### config.mk
export PLATFORM = sky130hd
export DESIGN_NAME = freq_scan_ctrl
export DESIGN_NICKNAME = d
export VERILOG_FILES = /design/src/rtl/freq_pkg.sv /design/src/rtl/freq_div_seq.sv /design/src/rtl/freq_scan_ctrl.sv
export SDC_FILE = /design/constraint.sdc
export NUM_CORES = 1
export LEC_CHECK = 0
export CORE_MARGIN = 3
export CORE_UTILIZATION = 50
export CTS_CLUSTER_SIZE = 20
export DETAILED_ROUTE_END_ITERATION = 6
export HOLD_SLACK_MARGIN = 0.15
export PLACE_DENSITY = 0.67
export SLEW_MARGIN = 20
export SYNTH_ARGS = -nofsm -noshare
export SYNTH_HDL_FRONTEND = slang
export SYNTH_HIERARCHICAL = 1
export SYNTH_SLANG_ARGS = --single-unit
export TNS_END_PERCENT = 30
### constraint.sdc
create_clock -name clk -period 6.2 [get_ports clk]
set_clock_uncertainty 0.2 [all_clocks]
set_input_delay 0.62 -clock clk [delete_from_list [all_inputs] [get_ports clk]]
set_output_delay 0.62 -clock clk [all_outputs]
set_load 0.03 [all_outputs]
### src/rtl/freq_pkg.sv
// Shared types and helpers for the frequency-measurement blocks.
package freq_pkg;

    typedef enum logic [2:0] {
        IDLE,
        SELECT,
        SYNC_WAIT,
        MEASURE,
        DIVIDE,
        STORE
    } state_e;

    localparam int unsigned CLK_FREQ_DEF = 25_000_000;

    // Clamp an unsigned value to the largest number representable in 'width' bits.
    function automatic logic [63:0] saturate(input logic [63:0] value, input int unsigned width);
        logic [63:0] max_v;
        max_v = (64'd1 << width) - 64'd1;
        return (value > max_v) ? max_v : value;
    endfunction

endpackage

### src/rtl/freq_div_seq.sv
// Restoring unsigned divider, one quotient bit per cycle.
// done pulses exactly CNT_W+1 cycles after start; quot holds until the next start.
module freq_div_seq #(
    parameter int unsigned CNT_W = 32
) (
    input  logic             clk,
    input  logic             rstn,
    input  logic             start,
    input  logic [CNT_W-1:0] num,
    input  logic [CNT_W-1:0] den,
    output logic [CNT_W-1:0] quot,
    output logic             done
);

    localparam int unsigned StepW = $clog2(CNT_W + 1);

    logic [CNT_W-1:0] rem_q, rem_d;
    logic [CNT_W-1:0] quo_q, quo_d;
    logic [CNT_W-1:0] den_q, den_d;
    logic [StepW-1:0] step_q, step_d;
    logic             done_q, done_d;
    logic [CNT_W:0]   rem_shift;
    logic [CNT_W:0]   rem_sub;

    // One shift/subtract step per cycle; a new start restarts even a running division.
    always_comb begin
        rem_d     = rem_q;
        quo_d     = quo_q;
        den_d     = den_q;
        step_d    = step_q;
        done_d    = 1'b0;
        rem_shift = {rem_q, quo_q[CNT_W-1]};
        rem_sub   = rem_shift - {1'b0, den_q};
        if (start) begin
            rem_d  = '0;
            quo_d  = num;
            den_d  = den;
            step_d = StepW'(CNT_W);
        end else if (step_q != '0) begin
            // Sign bit of the trial subtraction decides the quotient bit.
            if (!rem_sub[CNT_W]) begin
                rem_d = rem_sub[CNT_W-1:0];
                quo_d = {quo_q[CNT_W-2:0], 1'b1};
            end else begin
                rem_d = rem_shift[CNT_W-1:0];
                quo_d = {quo_q[CNT_W-2:0], 1'b0};
            end
            step_d = step_q - StepW'(1);
            done_d = (step_q == StepW'(1));
        end
    end

    // Divider state registers.
    always_ff @(posedge clk or negedge rstn) begin
        if (!rstn) begin
            rem_q  <= '0;
            quo_q  <= '0;
            den_q  <= '0;
            step_q <= '0;
            done_q <= 1'b0;
        end else begin
            rem_q  <= rem_d;
            quo_q  <= quo_d;
            den_q  <= den_d;
            step_q <= step_d;
            done_q <= done_d;
        end
    end

    assign quot = quo_q;
    assign done = done_q;

endmodule

### src/rtl/freq_scan_ctrl.sv
// Round-robin frequency scanner: one period counter and one divider shared across N_CH inputs.
module freq_scan_ctrl
    import freq_pkg::*;
#(
    parameter int unsigned CLK_FREQ = CLK_FREQ_DEF,
    parameter int unsigned N_CH     = 4,
    parameter int unsigned CNT_W    = 32,
    parameter int unsigned FREQ_W   = 19,
    parameter int unsigned TIMEOUT  = 25_000_000,
    parameter int unsigned SETTLE   = 3
) (
    input  logic              clk,
    input  logic              rstn,
    input  logic [N_CH-1:0]   test_in,
    input  logic              en,
    input  logic [N_CH-1:0]   ch_mask,
    output logic              res_valid,
    output logic [2:0]        res_ch,
    output logic [FREQ_W-1:0] res_freq,
    output logic              res_timeout,
    output logic              busy,
    output logic [2:0]        cur_ch
);

    state_e            state_q, state_d;
    logic [N_CH-1:0]   sync1_q, sync2_q;
    logic              edge_q, edge_d;
    logic [2:0]        cur_ch_q, cur_ch_d;
    logic [7:0]        blank_q, blank_d;
    logic [CNT_W-1:0]  cnt_q, cnt_d;
    logic [CNT_W-1:0]  tcnt_q, tcnt_d;
    logic [CNT_W-1:0]  period_q, period_d;
    logic              div_start_q, div_start_d;
    logic              res_valid_q, res_valid_d;
    logic [2:0]        res_ch_q, res_ch_d;
    logic [FREQ_W-1:0] res_freq_q, res_freq_d;
    logic              res_timeout_q, res_timeout_d;

    logic [7:0]        mask_pad;
    logic [7:0]        sync_pad;
    logic              sel_bit;
    logic              rise;
    logic              timed_out;
    logic [2:0]        next_ch;
    logic              next_found;
    logic [3:0]        idx;
    logic [CNT_W-1:0]  div_quot;
    logic              div_done;

    // Zero-pad to the 8-channel index space so a 3-bit channel index is always in range.
    assign mask_pad  = 8'(ch_mask);
    assign sync_pad  = 8'(sync2_q);
    assign sel_bit   = sync_pad[cur_ch_q];
    assign rise      = sel_bit & ~edge_q;
    assign timed_out = (tcnt_q == CNT_W'(TIMEOUT - 1));

    // Synchronizer bank runs continuously on every input.
    always_ff @(posedge clk or negedge rstn) begin
        if (!rstn) begin
            sync1_q <= '0;
            sync2_q <= '0;
        end else begin
            sync1_q <= test_in;
            sync2_q <= sync1_q;
        end
    end

    // Next enabled channel strictly after cur_ch, wrapping; lands on cur_ch if it is the only one.
    always_comb begin
        next_ch    = cur_ch_q;
        next_found = 1'b0;
        idx        = '0;
        for (int i = 1; i <= int'(N_CH); i++) begin
            idx = {1'b0, cur_ch_q} + 4'(i);
            if (idx >= 4'(N_CH)) begin
                idx = idx - 4'(N_CH);
            end
            if (!next_found && mask_pad[idx[2:0]]) begin
                next_ch    = idx[2:0];
                next_found = 1'b1;
            end
        end
    end

    // Controller next-state and registered-output logic.
    always_comb begin
        state_d       = state_q;
        edge_d        = sel_bit;
        cur_ch_d      = cur_ch_q;
        blank_d       = blank_q;
        cnt_d         = cnt_q;
        tcnt_d        = tcnt_q;
        period_d      = period_q;
        div_start_d   = 1'b0;
        res_valid_d   = 1'b0;
        res_ch_d      = res_ch_q;
        res_freq_d    = res_freq_q;
        res_timeout_d = res_timeout_q;

        unique case (state_q)
            IDLE: begin
                if (en && (ch_mask != '0)) begin
                    state_d = SELECT;
                end
            end
            SELECT: begin
                if (ch_mask == '0) begin
                    state_d = IDLE;
                end else begin
                    cur_ch_d = next_ch;
                    blank_d  = 8'(SETTLE);
                    tcnt_d   = '0;
                    state_d  = SYNC_WAIT;
                end
            end
            SYNC_WAIT: begin
                if (timed_out) begin
                    state_d = STORE;
                end else begin
                    tcnt_d = tcnt_q + CNT_W'(1);
                    if (blank_q != '0) begin
                        blank_d = blank_q - 8'd1;
                    end else if (rise) begin
                        cnt_d   = CNT_W'(1);
                        state_d = MEASURE;
                    end
                end
            end
            MEASURE: begin
                if (timed_out) begin
                    state_d = STORE;
                end else begin
                    tcnt_d = tcnt_q + CNT_W'(1);
                    if (rise) begin
                        period_d    = cnt_q;
                        div_start_d = 1'b1;
                        state_d     = DIVIDE;
                    end else begin
                        cnt_d = cnt_q + CNT_W'(1);
                    end
                end
            end
            DIVIDE: begin
                // A done coinciding with our own start belongs to an earlier, aborted division.
                if (!div_start_q && div_done) begin
                    state_d = STORE;
                end
            end
            STORE: begin
                state_d = (en && (ch_mask != '0)) ? SELECT : IDLE;
            end
            default: state_d = IDLE;
        endcase

        // Result registers are loaded on the transition into STORE.
        if (state_d == STORE && state_q != STORE) begin
            res_valid_d = 1'b1;
            res_ch_d    = cur_ch_q;
            if (state_q == DIVIDE) begin
                res_freq_d    = FREQ_W'(saturate(64'(div_quot), FREQ_W));
                res_timeout_d = 1'b0;
            end else begin
                res_freq_d    = '0;
                res_timeout_d = 1'b1;
            end
        end

        // Dropping en abandons any in-flight measurement without a result.
        if (!en && (state_q == SYNC_WAIT || state_q == MEASURE || state_q == DIVIDE)) begin
            state_d       = IDLE;
            div_start_d   = 1'b0;
            res_valid_d   = 1'b0;
            res_ch_d      = res_ch_q;
            res_freq_d    = res_freq_q;
            res_timeout_d = res_timeout_q;
        end
    end

    // Controller state and output registers.
    always_ff @(posedge clk or negedge rstn) begin
        if (!rstn) begin
            state_q       <= IDLE;
            edge_q        <= 1'b0;
            cur_ch_q      <= 3'(N_CH - 1);
            blank_q       <= '0;
            cnt_q         <= '0;
            tcnt_q        <= '0;
            period_q      <= '0;
            div_start_q   <= 1'b0;
            res_valid_q   <= 1'b0;
            res_ch_q      <= '0;
            res_freq_q    <= '0;
            res_timeout_q <= 1'b0;
        end else begin
            state_q       <= state_d;
            edge_q        <= edge_d;
            cur_ch_q      <= cur_ch_d;
            blank_q       <= blank_d;
            cnt_q         <= cnt_d;
            tcnt_q        <= tcnt_d;
            period_q      <= period_d;
            div_start_q   <= div_start_d;
            res_valid_q   <= res_valid_d;
            res_ch_q      <= res_ch_d;
            res_freq_q    <= res_freq_d;
            res_timeout_q <= res_timeout_d;
        end
    end

    freq_div_seq #(
        .CNT_W(CNT_W)
    ) u_div (
        .clk  (clk),
        .rstn (rstn),
        .start(div_start_q),
        .num  (CNT_W'(CLK_FREQ)),
        .den  (period_q),
        .quot (div_quot),
        .done (div_done)
    );

    assign res_valid   = res_valid_q;
    assign res_ch      = res_ch_q;
    assign res_freq    = res_freq_q;
    assign res_timeout = res_timeout_q;
    assign busy        = (state_q != IDLE);
    assign cur_ch      = cur_ch_q;

endmodule

==> results.md, run 1 <==
- Global-route wire length before repair: 50.7 mm
- Least-Margin Pin Slew: 1.05 ns
- Start point of the critical path: u_div/quot[31]$_DFFE_PN0P_
- Post-Synth Simple-Gate Area: 0.178
- Ys async rst share: 1.00
- Crit path arrival time: 4.28 ns
- Largest family of logic cells by synthesized area: simple AND/OR/NAND/NOR gates
- Mapped Cells: 1489
- Max Cap Viol: 0
- Port Buf Inserts: 38
- Hold Path Sink: sync2_q[2]$_DFF_PN0_
- Worst vdd ir: 0.250 mV
- Initial antenna violation count: 0
- GP Congestion: 0.845
- Worst slack at placement: 2.19 ns
- All-Layer GR Usage: 0.204
- Fin crit period: 4.06 ns
- Dpl hpwl: 19.8 mm
- Root Buffer: clkbuf_16
- Die X: 172 um
- Setup TNS: 0 ns
- Hold Fails Final Rpt: 0
- Final layout net count: 1569
- R2R depth: 13
- Count of cell types in the netlist: 75
- Final worst slack: 2.14 ns
- Crit. End Element: flip-flop
- Largest net degree at the start of global routing: 128
- Rows: 59
- Clock transition at path regs: 0.06 ns
- Seq/Total Area, Yosys: 0.451
- WP data required: 6.42 ns
- Diode count: 0
- Multiplexer share of the synthesized area: 0.0783
- CTS sink count: 247
- CTS tree: built
- DRT Pass-1 Iters: 5
- Synth Area in XOR/XNOR: 0.0432
- CP Max Fanout: 20
- Compound-Gate Fraction of Synth Area: 0.161
- Worst Hold Launch: sync1_q[2]$_DFF_PN0_
- Starting density of the core: 0.517
- Iter 0 DRT Violations: 682
- Worst reg2reg endpoint: u_div/rem_q[19]$_DFFE_PN0P_
- WHS Path Cells: 0
- CTS Buf Count: 27
- Layout area overhead: 12.2%
- Leakage: 6.68 nW
- Post-DRT Antenna Nets: 0
- Share of layout cells above drive strength 1: 0.0711
- Yosys Warn Count: 6
- Final WL: 30.0 mm
- Status: complete, no violations
- F_max: 246 MHz
- Drt wl/cell: 16.1 um
- FF+latch count, synth: 247
- Flop-to-flop setup slack: 2.14 ns
- Crit start category: flip-flop
- Commonest non-fill, non-tap cell in the layout: dfrtp_1
- Final Cycle Share: 0.655
- Die area: 29500 um^2
- Worst skew pair latency: 0.55 ns
- RSZ-0062 raised after global routing: no
- Routed vias: 10700
- Max_slew headroom: 0.297
- Via density: 5.75
- Drt drc: 0
- Synthesized area: 13700 um^2
- Worst flop-to-flop path startpoint: u_div/quot[31]$_DFFE_PN0P_
- Commonest cells after routing, fill and taps aside: dfrtp_1, nand2_1, o21ai_0, nor2_1, inv_1
- Number of setup violations in the final report: 0
- Vias in the first global route: 10200
- Hold Crit Class: reg -> reg
- Mapped Avg Cell Area: 9.21 um^2
- Ports: 39
- Final Hold Slack: 0.147 ns
- Clk buf depth: 3
- Post-synth EDFFs: 0
- Remaining global-route overflow: 0
- Final slew viol count: 0
- Adder-Cell Fraction of Synth Area: 0.0389
- Core Area: 26500 um^2
- Die span in y: 172 um
- Cell Pwr Density: 484 nW/um^2
- Post-CTS Setup Inserts: 0
- Synth Flop Type: dfrtp_1
- CP Class: reg -> reg
- H-tree levels: 1
## logic make-up (layout without fill, tap and decap cells)
group                    Yosys count  count (layout)
multiplexers                     102             102
AO/OA/AOI/OAI                    345             345
other                              2              32
flip-flops                       247             247
adder cells (fa/ha/maj)           42              42
XOR/XNOR                          66              66
buffers and inverters            169             183
AND/OR/NAND/NOR                  516             516
## timing repair
action | 4_1_cts | 5_1_grt
hold buffers | 1 | 0
endpoints found under the setup margin | 0 | 0
endpoints found under the hold margin | 125 | 0
gates resized for setup | 0 | 0
## state kept, by name (all words and copies together) (netlist names), named ones only
register / flops
cnt_q: 32
sync1_q: 4
state_q: 3
cur_ch: 2
sync2_q: 4
u_div/done: 1
res_valid: 1
u_div/rem_q: 32
u_div/den_q: 32
tcnt_q: 32
edge_q: 1
div_start_q: 1
res_freq: 19
u_div/quot: 32
period_q: 32
u_div/step_q: 6
blank_q: 8
res_ch: 3
res_timeout: 1
## how the worst max path moves through the flow
stage,to,slack (ns),cells after the start
6_report,u_div/rem_q[19]$_DFFE_PN0P_,2.14,13
5_1_grt,u_div/rem_q[11]$_DFFE_PN0P_,1.82,13
4_1_cts,u_div/rem_q[19]$_DFFE_PN0P_,2.14,13
3_5_place_dp,u_div/rem_q[13]$_DFFE_PN0P_,2.19,13
3_3_place_gp,u_div/rem_q[1]$_DFFE_PN0P_,2.34,13
2_1_floorplan,u_div/rem_q[9]$_DFFE_PN0P_,3.16,14
## critical path, cell delays in order (launching register included)
cell and delay (ns):
dfrtp_1 0.41, inv_1 0.07, ha_1 0.17, inv_1 0.06
fa_1 0.39, a21oi_1 0.24, o211ai_1 0.19, a21bo_2 0.27
a21oi_1 0.34, a21oi_4 0.17, xnor2_2 0.62, buf_4 0.39
nand2_1 0.09, a311oi_1 0.29
## layer usage
layer / vias to the layer above / wire (um) / global-route usage
met5: - / 0 / 0
met4: 0 / 384 / 0.0360
met3: 26 / 1090 / 0.0278
met2: 163 / 14000 / 0.330
met1: 5245 / 14500 / 0.299
li1: 5300 / - / -
## per-stage QoR
| step | instance area, um^2 | total power (W) | instances | util |
|---|---|---|---|---|
| floorplan | 13800 | 0.00494 | 1519 | - |
| global placement | 14400 | 0.00564 | 1821 | 0.544 |
| detailed placement | 14400 | 0.00573 | 1821 | 0.544 |
| CTS | 15400 | 0.00747 | 1868 | 0.580 |
| global route | 15400 | 0.00800 | 1868 | 0.580 |
| finish | 15400 | 0.00744 | 1868 | 0.580 |
## area by class of cell
cell class / instances / area, um^2
fill: 2273 / 11100
multi-input combinational: 1103 / 7030
sequential: 247 / 6190
clock buffer: 35 / 766
timing repair buffer: 51 / 485
tap: 335 / 419
inverter: 86 / 323
clock inverter: 11 / 178
## cells in the mapped netlist, types with 4 or more instances
| cell type | count | share of area |
|---|---|---|
| a211oi_1 | 22 | 0.012 |
| a21o_1 | 13 | 0.0071 |
| a21oi_1 | 70 | 0.026 |
| a311oi_1 | 20 | 0.013 |
| a311oi_2 | 4 | 0.0044 |
| a31oi_1 | 13 | 0.0059 |
| and2_1 | 5 | 0.0023 |
| and3_1 | 10 | 0.0046 |
| and4_1 | 6 | 0.0038 |
| buf_1 | 6 | 0.0016 |
| buf_2 | 8 | 0.0029 |
| clkbuf_1 | 64 | 0.018 |
| dfrtp_1 | 245 | 0.45 |
| ha_1 | 41 | 0.037 |
| inv_1 | 86 | 0.024 |
| mux2_1 | 16 | 0.013 |
| mux2_2 | 26 | 0.021 |
| mux2i_1 | 60 | 0.044 |
| nand2_1 | 172 | 0.047 |
| nand2b_1 | 10 | 0.0046 |
| nand3_1 | 47 | 0.017 |
| nand4_1 | 33 | 0.015 |
| nor2_1 | 128 | 0.035 |
| nor2b_1 | 9 | 0.0041 |
| nor3_1 | 30 | 0.011 |
| nor4_1 | 21 | 0.0096 |
| nor4b_1 | 6 | 0.0038 |
| o211ai_1 | 5 | 0.0027 |
| o21a_1 | 6 | 0.0033 |
| o21ai_0 | 130 | 0.047 |
| o21ai_1 | 9 | 0.0033 |
| o21bai_1 | 5 | 0.0027 |
| o31ai_1 | 9 | 0.0049 |
| o41ai_1 | 4 | 0.0026 |
| or3_1 | 24 | 0.011 |
| xnor2_1 | 42 | 0.027 |
| xor2_1 | 22 | 0.014 |
## report_power, final
| part | internal (W) | leakage [nW] | switching (W) |
|---|---|---|---|
| clock | 0.00104 | 0.469 | 0.000657 |
| combinational | 0.00139 | 3.05 | 0.00199 |
| sequential | 0.00201 | 3.17 | 0.000358 |
| total | 0.00443 | 6.68 | 0.00301 |
(Power assumes the default switching activity.)
==> run 2: changes to the inputs <==
--- a/config.mk
+++ b/config.mk
@@ -10,7 +10,7 @@
 export CTS_CLUSTER_SIZE = 20
 export DETAILED_ROUTE_END_ITERATION = 6
 export HOLD_SLACK_MARGIN = 0.15
-export PLACE_DENSITY = 0.67
+export PLACE_DENSITY = 0.69
 export SLEW_MARGIN = 20
 export SYNTH_ARGS = -nofsm -noshare
 export SYNTH_HDL_FRONTEND = slang
==> constraint.sdc (replaced) <==
create_clock -name clk -period 3.35 [get_ports clk]
set_clock_uncertainty 0.2 [all_clocks]
set_input_delay 0.335 -clock clk [delete_from_list [all_inputs] [get_ports clk]]
set_output_delay 0.335 -clock clk [all_outputs]
set_load 0.03 [all_outputs]
==> run 2 against run 1 <==
- largest power group unchanged
- final cell count rose by 1.8%
- register-to-register slack got worse by 2.0 ns
- die area did not move
- critical endpoint is now u_div/rem_q[22]$_DFFE_PN0P_
- global-route usage barely moved
- design area rose by 2.0%
- sequential share of layout area fell by 0.78 points
- setup slack got worse by 2.0 ns
- first-iteration DRC count rose by 7.5%
==> results.md, run 2 (synthesis gave the netlist of run 1 again) <==
- CTS tree: built
- Largest net degree at the start of global routing: 96 (-25%)
- Commonest cells after routing, fill and taps aside: dfrtp_1, nand2_1, o21ai_0, nor2_1, inv_1
- Combinational Power Share: 0.475 (+0.020)
- Sw Pwr: 0.00558 W (+85%)
- WP data required: 3.59 ns (-2.83 ns)
- Global-route wire length before repair: 50.8 mm (+0.19%)
- Final WL: 30.0 mm (about the same)
- F_max: 316 MHz (+28%)
- CP Max Fanout: 15 (-25%)
- CTS Buf Count: 26 (-3.7%)
- Worst skew pair latency: 0.54 ns (about the same)
- Diode count: 0 (unchanged)
- Final Cycle Share: 0.946 (+0.291)
- Die area: 29500 um^2 (unchanged)
- Sw Share: 0.395 (-0.00918)
- Vias in the first global route: 10200 (+0.24%)
- Port Buf Inserts: 38 (unchanged)
- Remaining global-route overflow: 0 (unchanged)
- Hold Crit Class: reg -> reg
- Clock transition at path regs: 0.06 ns (about the same)
- M2 GR Usage: 0.325 (-0.00550)
- CP Class: reg -> reg
- Number of setup violations in the final report: 0 (unchanged)
- Dpl hpwl: 20.6 mm (+3.8%)
- Hold Fails Final Rpt: 0 (unchanged)
- H-tree levels: 1 (unchanged)
- Layout area overhead: 14.4%
- Root Buffer: clkbuf_16
- Final layout net count: 1600 (+2.0%)
- Routed vias: 10800 (+0.17%)
- Initial antenna violation count: 0 (unchanged)
- Global-route met1 utilization: 0.300 (+0.00105)
- All-Layer GR Usage: 0.204 (about the same)
- Gr busiest metal: met2
- Starting density of the core: 0.517 (unchanged)
- Drt wl/cell: 15.8 um (-1.8%)
- Int Power: 0.00854 W (+93%)
- Drt drc: 0 (unchanged)
- Via density: 5.66 (-1.6%)
- Post-DRT Antenna Nets: 0 (unchanged)
- Post-Layout Cell Count: 1901 (+1.8%)
- Placed cells: 1847 (+1.4%)
- Worst vdd ir: 0.700 mV (+180%)
- Die span in y: 172 um (unchanged)
- CTS sink count: 247 (unchanged)
- Ports: 39 (unchanged)
- Max Cap Viol: 0 (unchanged)
- Die X: 172 um (unchanged)
- GP Congestion: 0.888 (+5.0%)
- Share of layout cells above drive strength 1: 0.0888 (+0.0177)
- Clock network power share: 0.220 (-0.008)
- Cell Pwr Density: 900 nW/um^2 (+86%)
- Commonest non-fill, non-tap cell in the layout: dfrtp_1
- Core Area: 26500 um^2 (unchanged)
- Leakage: 6.85 nW (+2.5%)
- Worst slack at placement: 0.0561 ns (-2.13 ns)
- Final slew viol count: 0 (unchanged)
- Register share of total power: 0.305 (-0.013)
- GR Util met3: 0.0262 (-0.00161)
- Rows: 59 (unchanged)
- Fin crit period: 3.17 ns (-0.892 ns)
- Status: complete, no violations
- DRT Pass-1 Iters: 5 (unchanged)
- Crit path arrival time: 3.41 ns (-0.87 ns)
- Final worst slack: 0.181 ns (-1.96 ns)
- Least-Margin Pin Slew: 0.846 ns (-0.199 ns)
- Clk buf depth: 3 (unchanged)
- RSZ-0062 raised after global routing: yes
- Max_slew headroom: 0.420 (+0.123)
- Crit. End Element: flip-flop
- Iter 0 DRT Violations: 733 (+7.5%)
- Crit start category: flip-flop
run 2: cell types whose count changed in the layout (fill, tap and decap cells not counted), moves of 2 or more:
cell           delta
a311oi_2          +2
dlygate4sd3_1     +5
clkinvlp_4        +2
a311oi_1          -2
buf_12            +4
clkbuf_8          -2
buf_4            +21
run 2: final cells by class:
cell class                 count  area (um^2)
fill                        2250        10800
clock inverter                14          215
clock buffer                  33          717
tap                          335          419
inverter                      86          323
multi-input combinational   1103         7030
sequential                   247         6190
timing repair buffer          83          800
run 2: per-stage QoR:
step | hold WS (ns) | power (W) | cell area (um^2) | TNS [ns] | util
final | 0.148 | 0.0141 | 15700 | 0 | 0.592
after global routing | 0.155 | 0.0152 | 15700 | -0.0340 | 0.592
after CTS | 0.152 | 0.0140 | 15600 | 0 | 0.590
after detailed placement | 0.136 | 0.0109 | 14600 | 0 | 0.553
after global placement | 0.133 | 0.0107 | 14600 | 0 | 0.553
after floorplan | -0.161 | 0.00914 | 13800 | 0 | -
run 2: layer usage:
layer | share of wire | routed length, um
met1 | 0.49 | 14600
met2 | 0.46 | 13900
met3 | 0.032 | 967
met4 | 0.019 | 563
met5 | 0 | 0
run 2: power groups by stage:
stage | logic (W) | clock network, W | registers [W]
global route | 0.00748 | 0.00331 | 0.00440
CTS | 0.00655 | 0.00318 | 0.00431
finish | 0.00670 | 0.00310 | 0.00431
global placement | 0.00636 | 0 | 0.00433
detailed placement | 0.00652 | 0 | 0.00434
floorplan | 0.00479 | 0 | 0.00435
run 2: timing repair:
item                                   in CTS  in global routing
resized for setup                           0                  7
setup endpoints to repair                   0                 31
hold buffers                                6                  0
setup buffers                               0                  1
endpoints found under the hold margin      97                  0
run 2: path summary, 6_finish.rpt:
kind | from | endpoint | slack [ns] | cells after the start
setup / recovery | u_div/quot[31]$_DFFE_PN0P_ | u_div/rem_q[22]$_DFFE_PN0P_ | 0.18 | 14
hold / removal | sync1_q[0]$_DFF_PN0_ | sync2_q[0]$_DFF_PN0_ | 0.15 | 0
setup reg to reg | u_div/quot[31]$_DFFE_PN0P_ | u_div/rem_q[22]$_DFFE_PN0P_ | 0.18 | 14
hold reg to reg | sync1_q[0]$_DFF_PN0_ | sync2_q[0]$_DFF_PN0_ | 0.15 | 0
max in group asynchronous | rstn | cur_ch[0]$_DFFE_PN1P_ | 1.90 | 3
min in group asynchronous | rstn | period_q[16]$_DFFE_PN0P_ | 0.21 | 2
run 2: worst max-delay path, cell delays in order (launching register included):
cell	delay, ns
dfrtp_1	0.37
inv_1	0.06
ha_1	0.16
inv_1	0.05
fa_1	0.41
a21oi_2	0.19
o211ai_1	0.17
a21bo_2	0.26
a21oi_1	0.16
buf_4	0.16
a21oi_4	0.09
xnor2_4	0.17
buf_12	0.17
a41o_1	0.20
a311oi_1	0.24
==> run 3: changes to the inputs <==
--- a/config.mk
+++ b/config.mk
@@ -11,6 +11,7 @@
 export DETAILED_ROUTE_END_ITERATION = 6
 export HOLD_SLACK_MARGIN = 0.15
 export PLACE_DENSITY = 0.69
+export SKIP_CTS_REPAIR_TIMING = 1
 export SLEW_MARGIN = 20
 export SYNTH_ARGS = -nofsm -noshare
 export SYNTH_HDL_FRONTEND = slang
==> run 3 against run 2 <==
- die area unchanged
- clock-buffer cell count unchanged
- routed wire length about the same
- via count up 0.21%
- largest power group unchanged
==> results.md, run 3 (synthesis gave the netlist of run 1 again) <==
- Status: complete, no violations
- Slowest CP cell: fa_1
- Final Cycle Share: 0.946 (about the same)
- Remaining global-route overflow: 0 (unchanged)
- Routed vias: 10800 (+0.21%)
- Max_slew headroom: 0.425 (+0.00551)
- Commonest non-fill, non-tap cell in the layout: dfrtp_1
- RSZ-0062 raised after global routing: yes
- Cell Pwr Density: 900 nW/um^2 (about the same)
- DRT Pass-1 Iters: 5 (unchanged)
- Drt drc: 0 (unchanged)
- Ports: 39 (unchanged)
- Most frequent CP cell: inv_1
- Iter 0 DRT Violations: 771 (+5.2%)
- Share of layout cells above drive strength 1: 0.0888 (about the same)
- Largest net degree at the start of global routing: 96 (unchanged)
- Crit path max-delay family: compound AO/OA/AOI/OAI gates
- Worst skew pair latency: 0.54 ns (about the same)
- Critical path's largest stage delay: 0.41 ns (about the same)
- CP Class: reg -> reg
- Die area: 29500 um^2 (unchanged)
- WP data required: 3.59 ns (about the same)
- Crit path arrival time: 3.41 ns (about the same)
- Die span in y: 172 um (unchanged)
- Final WL: 30.0 mm (about the same)
- Root Buffer: clkbuf_16
- GP Congestion: 0.888 (unchanged)
- Cell chain of the critical path: inv_1 -> ha_1 -> inv_1 -> fa_1 -> a21oi_2 -> o211ai_1 -> a21bo_2 -> a21oi_1 -> buf_4 -> a21oi_4 -> xnor2_4 -> buf_12 -> a41o_1 -> a311oi_1
- Core Area: 26500 um^2 (unchanged)
- Final Cell Area: 15700 um^2 (about the same)
- H-tree levels: 1 (unchanged)
- Final slew viol count: 0 (unchanged)
- All-Layer GR Usage: 0.204 (-0.000590)
- Least-Margin Pin Slew: 0.838 ns (-0.00803 ns)
- CTS sink count: 247 (unchanged)
- Commonest cells after routing, fill and taps aside: dfrtp_1, nand2_1, o21ai_0, nor2_1, inv_1
- CP Max Fanout: 15 (unchanged)
- Number of setup violations in the final report: 0 (unchanged)
- Max Cap Viol: 0 (unchanged)
- Hold Crit Class: reg -> reg
- CTS Buf Count: 26 (unchanged)
- DP Area: 14600 um^2 (unchanged)
- Starting density of the core: 0.517 (unchanged)
- Final worst slack: 0.181 ns (-0.000266 ns)
- Diode count: 0 (unchanged)
- Layout area overhead: 14.3% (about the same)
- Dpl hpwl: 20.6 mm (unchanged)
- Vias in the first global route: 10200 (unchanged)
- Final layout net count: 1599 (-0.063%)
- Leakage: 6.85 nW (about the same)
- Post-DRT Antenna Nets: 0 (unchanged)
- Worst slack at placement: 0.0561 ns (unchanged)
- Rows: 59 (unchanged)
- CTS tree: built
- Global-route wire length before repair: 50.6 mm (-0.33%)
- Fin crit period: 3.17 ns (+0.000266 ns)
- Worst path bufs/invs: 4 (unchanged)
- Via density: 5.67 (+0.27%)
- F_max: 316 MHz (about the same)
- Initial antenna violation count: 0 (unchanged)
- Worst vdd ir: 0.700 mV (about the same)
- Die X: 172 um (unchanged)
- Clock transition at path regs: 0.06 ns (about the same)
- Drt wl/cell: 15.8 um (about the same)
- Crit. End Element: flip-flop
- Hold Fails Final Rpt: 0 (unchanged)
- Clk buf depth: 3 (unchanged)
- Fill cell count: 2253 (+0.13%)
- Crit start category: flip-flop
- Port Buf Inserts: 38 (unchanged)
- Overall power: 0.0141 W (about the same)
## run 3: cell types whose count changed in the layout (fill, tap and decap cells not counted), sizes merged
cell and delta:
dlygate4sd3 -1
## run 3: final timing paths
kind,start,endpoint,slack (ns),cells past startpoint
worst max-delay path,u_div/quot[31]$_DFFE_PN0P_,u_div/rem_q[22]$_DFFE_PN0P_,0.18,14
worst min-delay path,sync1_q[3]$_DFF_PN0_,sync2_q[3]$_DFF_PN0_,0.15,0
worst max register to register,u_div/quot[31]$_DFFE_PN0P_,u_div/rem_q[22]$_DFFE_PN0P_,0.18,14
worst min register to register,sync1_q[3]$_DFF_PN0_,sync2_q[3]$_DFF_PN0_,0.15,0
max in group asynchronous,rstn,u_div/rem_q[12]$_DFFE_PN0P_,1.92,3
min in group asynchronous,rstn,period_q[16]$_DFFE_PN0P_,0.21,2
## run 3: worst register-to-register path, stage by stage (launching register included)
cell      delay (ns)
dfrtp_1         0.37
inv_1           0.06
ha_1            0.16
inv_1           0.05
fa_1            0.41
a21oi_2         0.19
o211ai_1        0.17
a21bo_2         0.26
a21oi_1         0.16
buf_4           0.16
a21oi_4         0.09
xnor2_4         0.17
buf_12          0.17
a41o_1          0.21
a311oi_1        0.24
## run 3: area by class of cell
class                   count  area [um^2]  share of cell area
inverters                  86          323              0.0206
flip-flops and latches    247         6190               0.395
clock buffers              33          717              0.0457
well taps                 335          419              0.0267
clock inverters            14          215              0.0137
multi-input cells        1103         7030               0.448
repair buffers             82          790              0.0504
## run 3: routing by layer
metal / up-vias / wire length (um) / GRT usage
met5: - / 0 / 0
met4: 0 / 563 / 0.0472
met3: 44 / 924 / 0.0262
met2: 144 / 13900 / 0.326
met1: 5220 / 14500 / 0.297
li1: 5367 / - / -
## run 3: power breakdown
part	internal, W	switching (W)
combinational	0.00293	0.00377
sequential	0.00371	0.000604
clock	0.00190	0.00120
total	0.00854	0.00558
## run 3: metrics by stage
step	instances	util	hold slack, ns	TNS [ns]
final	1900	0.592	0.148	0
after global routing	1900	0.592	0.155	-0.0340
after CTS	1894	0.588	-0.354	0
after detailed placement	1847	0.553	0.136	0
after global placement	1847	0.553	0.133	0
after floorplan	1519	-	-0.161	0
